[config.mk]
export PLATFORM = sky130hd
export DESIGN_NAME = cfu_responder_flat
export DESIGN_NICKNAME = d
export VERILOG_FILES = /design/src/rtl/cfu_responder_if.sv /design/src/rtl/cfu_responder.sv /design/src/flat_wrapper.sv
export SDC_FILE = /design/constraint.sdc
export NUM_CORES = 1
export LEC_CHECK = 0
export ABC_AREA = 1
export ABC_CLOCK_PERIOD_IN_PS = 5700
export CORE_ASPECT_RATIO = 0.5
export CORE_MARGIN = 10
export CORE_UTILIZATION = 51
export DETAILED_ROUTE_END_ITERATION = 6
export PLACE_DENSITY = 0.88
export SKIP_CTS_REPAIR_TIMING = 1
export SLEW_MARGIN = 0
export SYNTH_ARGS = -nofsm -noshare
export SYNTH_HDL_FRONTEND = slang
export SYNTH_SLANG_ARGS = --single-unit
export TNS_END_PERCENT = 30
[constraint.sdc]
create_clock -name clk -period 5.7 [get_ports clk]
set_input_delay 1.14 -clock clk [delete_from_list [all_inputs] [get_ports clk]]
set_output_delay 1.14 -clock clk [all_outputs]
set_load 0.05 [all_outputs]
[src/rtl/cfu_responder_if.sv]
//------------------------------------------------------------------------------
// Module      : cfu_responder_if
// Description : CVA5 CFU request/response bundle. The core drives the master
//               modport and the responder sits on the slave modport.
// Revision    : 1.0 - initial release
//------------------------------------------------------------------------------
`timescale 1ns/1ps
`default_nettype none

interface cfu_responder_if;
    // Request channel
    logic        cfu_req_valid;
    logic        cfu_req_ready;
    logic        cfu_req_cfu_csr;
    logic [8:0]  cfu_req_id;
    logic [7:0]  cfu_req_cfu;
    logic [7:0]  cfu_req_state;
    logic [9:0]  cfu_req_func;
    logic [31:0] cfu_req_insn;
    logic [31:0] cfu_req_data0;
    logic [31:0] cfu_req_data1;
    // Response channel
    logic        cfu_resp_valid;
    logic        cfu_resp_ready;
    logic [8:0]  cfu_resp_id;
    logic [2:0]  cfu_resp_status;
    logic [31:0] cfu_resp_data;

    modport master (
        output cfu_req_valid, cfu_req_cfu_csr, cfu_req_id, cfu_req_cfu,
               cfu_req_state, cfu_req_func, cfu_req_insn, cfu_req_data0,
               cfu_req_data1, cfu_resp_ready,
        input  cfu_req_ready, cfu_resp_valid, cfu_resp_id, cfu_resp_status,
               cfu_resp_data
    );

    modport slave (
        input  cfu_req_valid, cfu_req_cfu_csr, cfu_req_id, cfu_req_cfu,
               cfu_req_state, cfu_req_func, cfu_req_insn, cfu_req_data0,
               cfu_req_data1, cfu_resp_ready,
        output cfu_req_ready, cfu_resp_valid, cfu_resp_id, cfu_resp_status,
               cfu_resp_data
    );
endinterface

`default_nettype wire

[src/rtl/cfu_responder.sv]
//------------------------------------------------------------------------------
// Module      : cfu_responder
// Description : CFU responder. One request in flight; ADD/SUB/POPCNT/BSWAP
//               complete in one cycle, MUL runs a 32-step shift-add. The
//               response is held until the core takes it.
// Revision    : 1.0 - initial release
//------------------------------------------------------------------------------
`timescale 1ns/1ps
`default_nettype none

module cfu_responder #(
    parameter logic [7:0] CFU_ID = 8'd0
) (
    input  wire logic       clk,
    input  wire logic       rst,
    cfu_responder_if.slave  bus
);

    localparam logic [1:0] S_IDLE = 2'd0;
    localparam logic [1:0] S_BUSY = 2'd1;
    localparam logic [1:0] S_RESP = 2'd2;

    localparam logic [2:0] c_FUNC_ADD    = 3'd0;
    localparam logic [2:0] c_FUNC_SUB    = 3'd1;
    localparam logic [2:0] c_FUNC_MUL    = 3'd2;
    localparam logic [2:0] c_FUNC_POPCNT = 3'd3;
    localparam logic [2:0] c_FUNC_BSWAP  = 3'd4;

    localparam logic [2:0] c_STATUS_OK  = 3'b000;
    localparam logic [2:0] c_STATUS_ERR = 3'b001;

    logic [1:0]  r_state;
    logic [1:0]  w_state_next;
    logic [8:0]  r_id;
    logic [2:0]  r_status;
    logic [31:0] r_data;
    logic [31:0] r_opa;      // multiplicand, shifted left each MUL step
    logic [31:0] r_opb;      // multiplier, shifted right each MUL step
    logic [31:0] r_prod;
    logic [4:0]  r_cnt;

    logic        w_req_ready;
    logic        w_resp_valid;
    logic        w_accept;
    logic        w_resp_hs;
    logic        w_err;
    logic        w_is_mul;
    logic        w_mul_last;
    logic [31:0] w_prod_next;
    logic [5:0]  w_popcnt;
    logic [31:0] w_result;

    // State and operand fields that carry no meaning for this unit
    logic        w_unused_ok;
    assign w_unused_ok = ^{bus.cfu_req_state, bus.cfu_req_insn};

    assign w_accept   = bus.cfu_req_valid && w_req_ready;
    assign w_resp_hs  = w_resp_valid && bus.cfu_resp_ready;
    assign w_mul_last = (r_cnt == 5'd31);

    assign w_err = bus.cfu_req_cfu_csr
                || (bus.cfu_req_cfu != CFU_ID)
                || (bus.cfu_req_func[9:3] != 7'd0)
                || (bus.cfu_req_func[2:0] > c_FUNC_BSWAP);

    assign w_is_mul = (bus.cfu_req_func[2:0] == c_FUNC_MUL);

    // One shift-add step: add the multiplicand when the current multiplier bit is set
    assign w_prod_next = r_prod + (r_opb[0] ? r_opa : 32'd0);

    // Population count of operand A
    always_comb begin
        w_popcnt = 6'd0;
        for (int i = 0; i < 32; i++) begin
            w_popcnt = w_popcnt + {5'd0, bus.cfu_req_data0[i]};
        end
    end

    // Single-cycle result selection; errors force zero data
    always_comb begin
        w_result = 32'd0;
        if (!w_err) begin
            case (bus.cfu_req_func[2:0])
                c_FUNC_ADD:    w_result = bus.cfu_req_data0 + bus.cfu_req_data1;
                c_FUNC_SUB:    w_result = bus.cfu_req_data0 - bus.cfu_req_data1;
                c_FUNC_POPCNT: w_result = {26'd0, w_popcnt};
                c_FUNC_BSWAP:  w_result = {bus.cfu_req_data0[7:0],   bus.cfu_req_data0[15:8],
                                           bus.cfu_req_data0[23:16], bus.cfu_req_data0[31:24]};
                default:       w_result = 32'd0;
            endcase
        end
    end

    // State register
    always_ff @(posedge clk) begin
        if (rst) begin
            r_state <= S_IDLE;
        end else begin
            r_state <= w_state_next;
        end
    end

    // Next-state logic
    always_comb begin
        w_state_next = r_state;
        case (r_state)
            S_IDLE: begin
                if (w_accept) begin
                    w_state_next = (w_is_mul && !w_err) ? S_BUSY : S_RESP;
                end
            end
            S_BUSY: begin
                if (w_mul_last) begin
                    w_state_next = S_RESP;
                end
            end
            S_RESP: begin
                if (w_resp_hs) begin
                    w_state_next = S_IDLE;
                end
            end
            default: w_state_next = S_IDLE;
        endcase
    end

    // Handshake outputs decoded from the state register only
    always_comb begin
        w_req_ready  = (r_state == S_IDLE) && !rst;
        w_resp_valid = (r_state == S_RESP);
    end

    // Datapath: capture request, iterate multiply, hold response
    always_ff @(posedge clk) begin
        if (rst) begin
            r_id     <= 9'd0;
            r_status <= 3'd0;
            r_data   <= 32'd0;
            r_opa    <= 32'd0;
            r_opb    <= 32'd0;
            r_prod   <= 32'd0;
            r_cnt    <= 5'd0;
        end else begin
            if ((r_state == S_IDLE) && w_accept) begin
                r_id   <= bus.cfu_req_id;
                r_opa  <= bus.cfu_req_data0;
                r_opb  <= bus.cfu_req_data1;
                r_prod <= 32'd0;
                r_cnt  <= 5'd0;
                r_status <= w_err ? c_STATUS_ERR : c_STATUS_OK;
                r_data   <= w_result;
            end else if (r_state == S_BUSY) begin
                r_prod <= w_prod_next;
                r_opa  <= {r_opa[30:0], 1'b0};
                r_opb  <= {1'b0, r_opb[31:1]};
                r_cnt  <= r_cnt + 5'd1;
                if (w_mul_last) begin
                    r_data <= w_prod_next;
                end
            end
        end
    end

    assign bus.cfu_req_ready   = w_req_ready;
    assign bus.cfu_resp_valid  = w_resp_valid;
    assign bus.cfu_resp_id     = r_id;
    assign bus.cfu_resp_status = r_status;
    assign bus.cfu_resp_data   = r_data;

endmodule

`default_nettype wire

[src/flat_wrapper.sv]
// flat-port wrapper written by rule: the top's interface ports become plain ports
module cfu_responder_flat 
#(
    parameter logic [7:0] CFU_ID = 8'd0
)
  (clk, rst, bus_cfu_req_valid, bus_cfu_req_cfu_csr, bus_cfu_req_id, bus_cfu_req_cfu, bus_cfu_req_state, bus_cfu_req_func, bus_cfu_req_insn, bus_cfu_req_data0, bus_cfu_req_data1, bus_cfu_resp_ready, bus_cfu_req_ready, bus_cfu_resp_valid, bus_cfu_resp_id, bus_cfu_resp_status, bus_cfu_resp_data);
  cfu_responder_if bus_i ();
  input  wire logic clk;
  input  wire logic rst;
  input wire logic [$bits(bus_i.cfu_req_valid)-1:0] bus_cfu_req_valid;
  input wire logic [$bits(bus_i.cfu_req_cfu_csr)-1:0] bus_cfu_req_cfu_csr;
  input wire logic [$bits(bus_i.cfu_req_id)-1:0] bus_cfu_req_id;
  input wire logic [$bits(bus_i.cfu_req_cfu)-1:0] bus_cfu_req_cfu;
  input wire logic [$bits(bus_i.cfu_req_state)-1:0] bus_cfu_req_state;
  input wire logic [$bits(bus_i.cfu_req_func)-1:0] bus_cfu_req_func;
  input wire logic [$bits(bus_i.cfu_req_insn)-1:0] bus_cfu_req_insn;
  input wire logic [$bits(bus_i.cfu_req_data0)-1:0] bus_cfu_req_data0;
  input wire logic [$bits(bus_i.cfu_req_data1)-1:0] bus_cfu_req_data1;
  input wire logic [$bits(bus_i.cfu_resp_ready)-1:0] bus_cfu_resp_ready;
  output wire logic [$bits(bus_i.cfu_req_ready)-1:0] bus_cfu_req_ready;
  output wire logic [$bits(bus_i.cfu_resp_valid)-1:0] bus_cfu_resp_valid;
  output wire logic [$bits(bus_i.cfu_resp_id)-1:0] bus_cfu_resp_id;
  output wire logic [$bits(bus_i.cfu_resp_status)-1:0] bus_cfu_resp_status;
  output wire logic [$bits(bus_i.cfu_resp_data)-1:0] bus_cfu_resp_data;
  assign bus_i.cfu_req_valid = bus_cfu_req_valid;
  assign bus_i.cfu_req_cfu_csr = bus_cfu_req_cfu_csr;
  assign bus_i.cfu_req_id = bus_cfu_req_id;
  assign bus_i.cfu_req_cfu = bus_cfu_req_cfu;
  assign bus_i.cfu_req_state = bus_cfu_req_state;
  assign bus_i.cfu_req_func = bus_cfu_req_func;
  assign bus_i.cfu_req_insn = bus_cfu_req_insn;
  assign bus_i.cfu_req_data0 = bus_cfu_req_data0;
  assign bus_i.cfu_req_data1 = bus_cfu_req_data1;
  assign bus_i.cfu_resp_ready = bus_cfu_resp_ready;
  assign bus_cfu_req_ready = bus_i.cfu_req_ready;
  assign bus_cfu_resp_valid = bus_i.cfu_resp_valid;
  assign bus_cfu_resp_id = bus_i.cfu_resp_id;
  assign bus_cfu_resp_status = bus_i.cfu_resp_status;
  assign bus_cfu_resp_data = bus_i.cfu_resp_data;
  cfu_responder #(.CFU_ID(CFU_ID)) u_core (.clk(clk), .rst(rst), .bus(bus_i));
endmodule
==> results.json <==
{
  "status": "finished, violations left",
  "violations": "design-rule violations",
  "ys_seq_elements": 145,
  "track_usage_pct": 27.6,
  "root_buffer": "clkbuf_16",
  "cts.sinks": 145,
  "final_antenna_net_count": 0,
  "cpMostUsedCell": "fa_1",
  "cts_max_path_buffers": 2,
  "combPwrFrac_pct": 40.3,
  "internal_power_mw": 2.22,
  "fp.dieW_microns": 243,
  "avgSynthCellArea_sq_um": 5.97,
  "firstDrtPassIters": 7,
  "p_switching_mw": 1.40,
  "ios": 182,
  "fp.dieArea_sq_um": 32000,
  "syn_area_sq_um": 12700,
  "htreeDepth": 4,
  "drt_iter0_drc": 1936,
  "yosysUniqueCellTypes": 46,
  "ir_drop_mv": 0.223,
  "p_seq_share_pct": 29.6,
  "cts_buffers": 17,
  "num-nets-final": 2496,
  "antenna_found_initial": 0,
  "start_kind": "primary input",
  "finalMaxSlewViolations": 0,
  "finClkSkew_ns": 0.0157,
  "synth-seq-area-share_pct": 22.9,
  "max_freq_ghz": 0.176,
  "drive_gt1_share_pct": 4.93,
  "rsz0062_at_grt": "true",
  "crit_family": "adder cells",
  "cp_cell_sequence": "buf_8 > ha_4 > inv_2 > fa_1 > fa_1 > fa_1 > fa_1 > fa_1 > fa_1 > fa_2 > fa_2 > inv_2 > nand2_2 > nand2_2 > a21oi_2 > xor2_1 > o221ai_1 > nand2_1 > a21oi_1",
  "routed_wl_microns": 46100,
  "grt_pass1_wl_microns": 71500,
  "clockPowerShare_pct": 30.1,
  "tritoncts": "yes",
  "yosys.area.top_type": "dfxtp_1",
  "vias_per_cell": 5.53,
  "worst_pin_slew_ns": 1.23,
  "max-slew-margin-rel_pct": 17.7,
  "first_global_vias": 13241,
  "yosysWarnings": 0,
  "cap_violations": 0,
  "fp-row-count": 40,
  "final-setup-viol-count": 0,
  "drc": 3,
  "port_buffers": 139,
  "min_period_ns": 5.67,
  "worstHoldPathType": "reg -> reg",
  "crit_path_top_delay_cell": "fa_1",
  "place.gp.congestion": 1.03,
  "arrival_ns": 6.03,
  "critPathCaptureType": "flop",
  "start_util_pct": 52.4,
  "cp.required_ns": 6.07,
  "synth_flop_cell": "dfxtp_1",
  "clk_pin_slew_ns": 0.06,
  "worst-path-buf-inv": 3,
  "core_sq_um": 24200,
  "timing.final.crit_share_pct": 99.4,
  "worst_skew_pair.late_latency_ns": 0.45,
  "finalHoldViolations": 0,
  "criticalPathCategory": "in -> reg",
  "vias": 14436,
  "antenna_cells": 0,
  "p_total_mw": 3.62,
  "timing.hold.ws_ns": 0.463,
  "die_h_microns": 132,
  "overflow": 0,
  "avgRoutedWirePerCell_microns": 17.6,
  "p_leak_nw": 7.72,
  "grt_max_degree": 82,
  "place_hpwl_microns": 36600,
  "cp_max_fo": 2,
  "switching_share_pct": 38.6,
  "synth.area.top_cells": "dfxtp_1, nand2_1, inv_1",
  "tns_ns": 0,
  "cpPeakStageDelay_ns": 0.54,
  "synthCells": 2126,
  "area_growth_pct": 19.5,
  "powerDensity_nw_per_um2": 239,
  "synth_top_area_share_pct": 22.9,
  "synth_edf_count": 0,
  "ys_async_sr_fraction_pct": 0
}
[area by class of cell]
class	instances	area [sq um]
Clock buffer	17	425
Clock inverter	15	140
Multi-Input combinational cell	1555	8180
Inverter	362	1360
Fill cell	2239	9060
Sequential cell	145	2900
Tap cell	336	420
Timing Repair Buffer	180	1730
[sequential cells by signal, indices dropped and copies added, names as in the netlist]
register,flops
u_core.bus.cfu_resp_data,32
u_core.r_state,2
u_core.r_opb,32
u_core.r_prod,32
u_core.r_cnt,5
u_core.bus.cfu_resp_id,9
u_core.r_opa,32
u_core.bus.cfu_resp_status,1
[worst paths after layout]
check | startpoint | end | slack, ns | cells after the start
max | bus_cfu_req_data0[1] | u_core.bus.cfu_resp_data[4] | 0.03 | 19
min | u_core.r_opb[31] | u_core.r_opb[31] | 0.46 | 2
max reg2reg | u_core.r_state[0] | u_core.bus.cfu_resp_data[13] | 2.13 | 9
min reg2reg | u_core.r_opb[31] | u_core.r_opb[31] | 0.46 | 2
[cell usage in the layout, fill, tap and decap left out, types with 21 or more instances in the layout]
cell             netlist  final
a31oi_1               63     63
buf_4                  5     41
ha_1                  73     72
inv_1                352    349
nand2_1              758    756
o21ai_1               23     23
o211ai_1              26     26
xor2_1                25     25
nand4_1               21     21
clkdlybuf4s50_1        0    122
xnor2_1               22     22
dfxtp_1              145    145
o21ai_0               66     66
nor3_1                22     22
nand3_1              106    106
fa_1                  26     24
a21oi_1               98     97
nor2_1               141    140
[synthesized netlist by cell type (all sizes together), types with 21 or more instances]
cell and count:
nor3 25, fa 26, ha 73, a31oi 63, xor2 25, nand2 760
xnor2 22, nand4 21, nor2 143, o21ai 91, nand3 106, clkbuf 48
a21oi 98, dfxtp 145, o211ai 26, inv 357
[per-layer routing]
layer	vias up	global-route usage [%]	share of wire [%]
met4	0	10.1	3.7
met3	104	7.42	11
met1	6573	35.3	41
met5	-	0	0
li1	6983	-	-
met2	776	43.8	44
[per-stage QoR]
stage	utilization (%)	instances	instance area [sq um]	setup WS, ns
floorplan	-	2127	12700	0.0151
global placement	60.0	2578	14500	-0.760
detailed placement	60.0	2578	14500	-0.788
CTS	62.3	2610	15100	-0.349
global route	62.6	2610	15200	-0.0808
finish	62.6	2610	15200	0.0329
[worst min-delay path: stages (launching register included)]
cell	delay [ns]
dfxtp_1	0.31
nand2_1	0.06
a21oi_1	0.05
[kinds of logic (layout without fill, tap and decap cells)]
family          after synthesis  after routing  synth area share [%]
compound gates              313            313                  14.4
xor+xnor                     47             47                  3.24
fa+ha+maj                    99             99                  11.3
buf+inv                     427            574                  12.9
flops                       145            145                  22.9
other cells                   1              2                0.0296
simple gates               1094           1094                  35.2
[power groups by stage]
| stage | registers, mW | logic, mW | clock network (mW) |
|---|---|---|---|
| final | 1.07 | 1.46 | 1.09 |
| after global routing | 1.07 | 1.64 | 1.14 |
| after CTS | 1.07 | 1.37 | 1.09 |
| after detailed placement | 1.09 | 1.36 | 0 |
| after global placement | 1.09 | 1.35 | 0 |
| after floorplan | 1.13 | 0.890 | 0 |
Power figures use the tool's default switching activity.
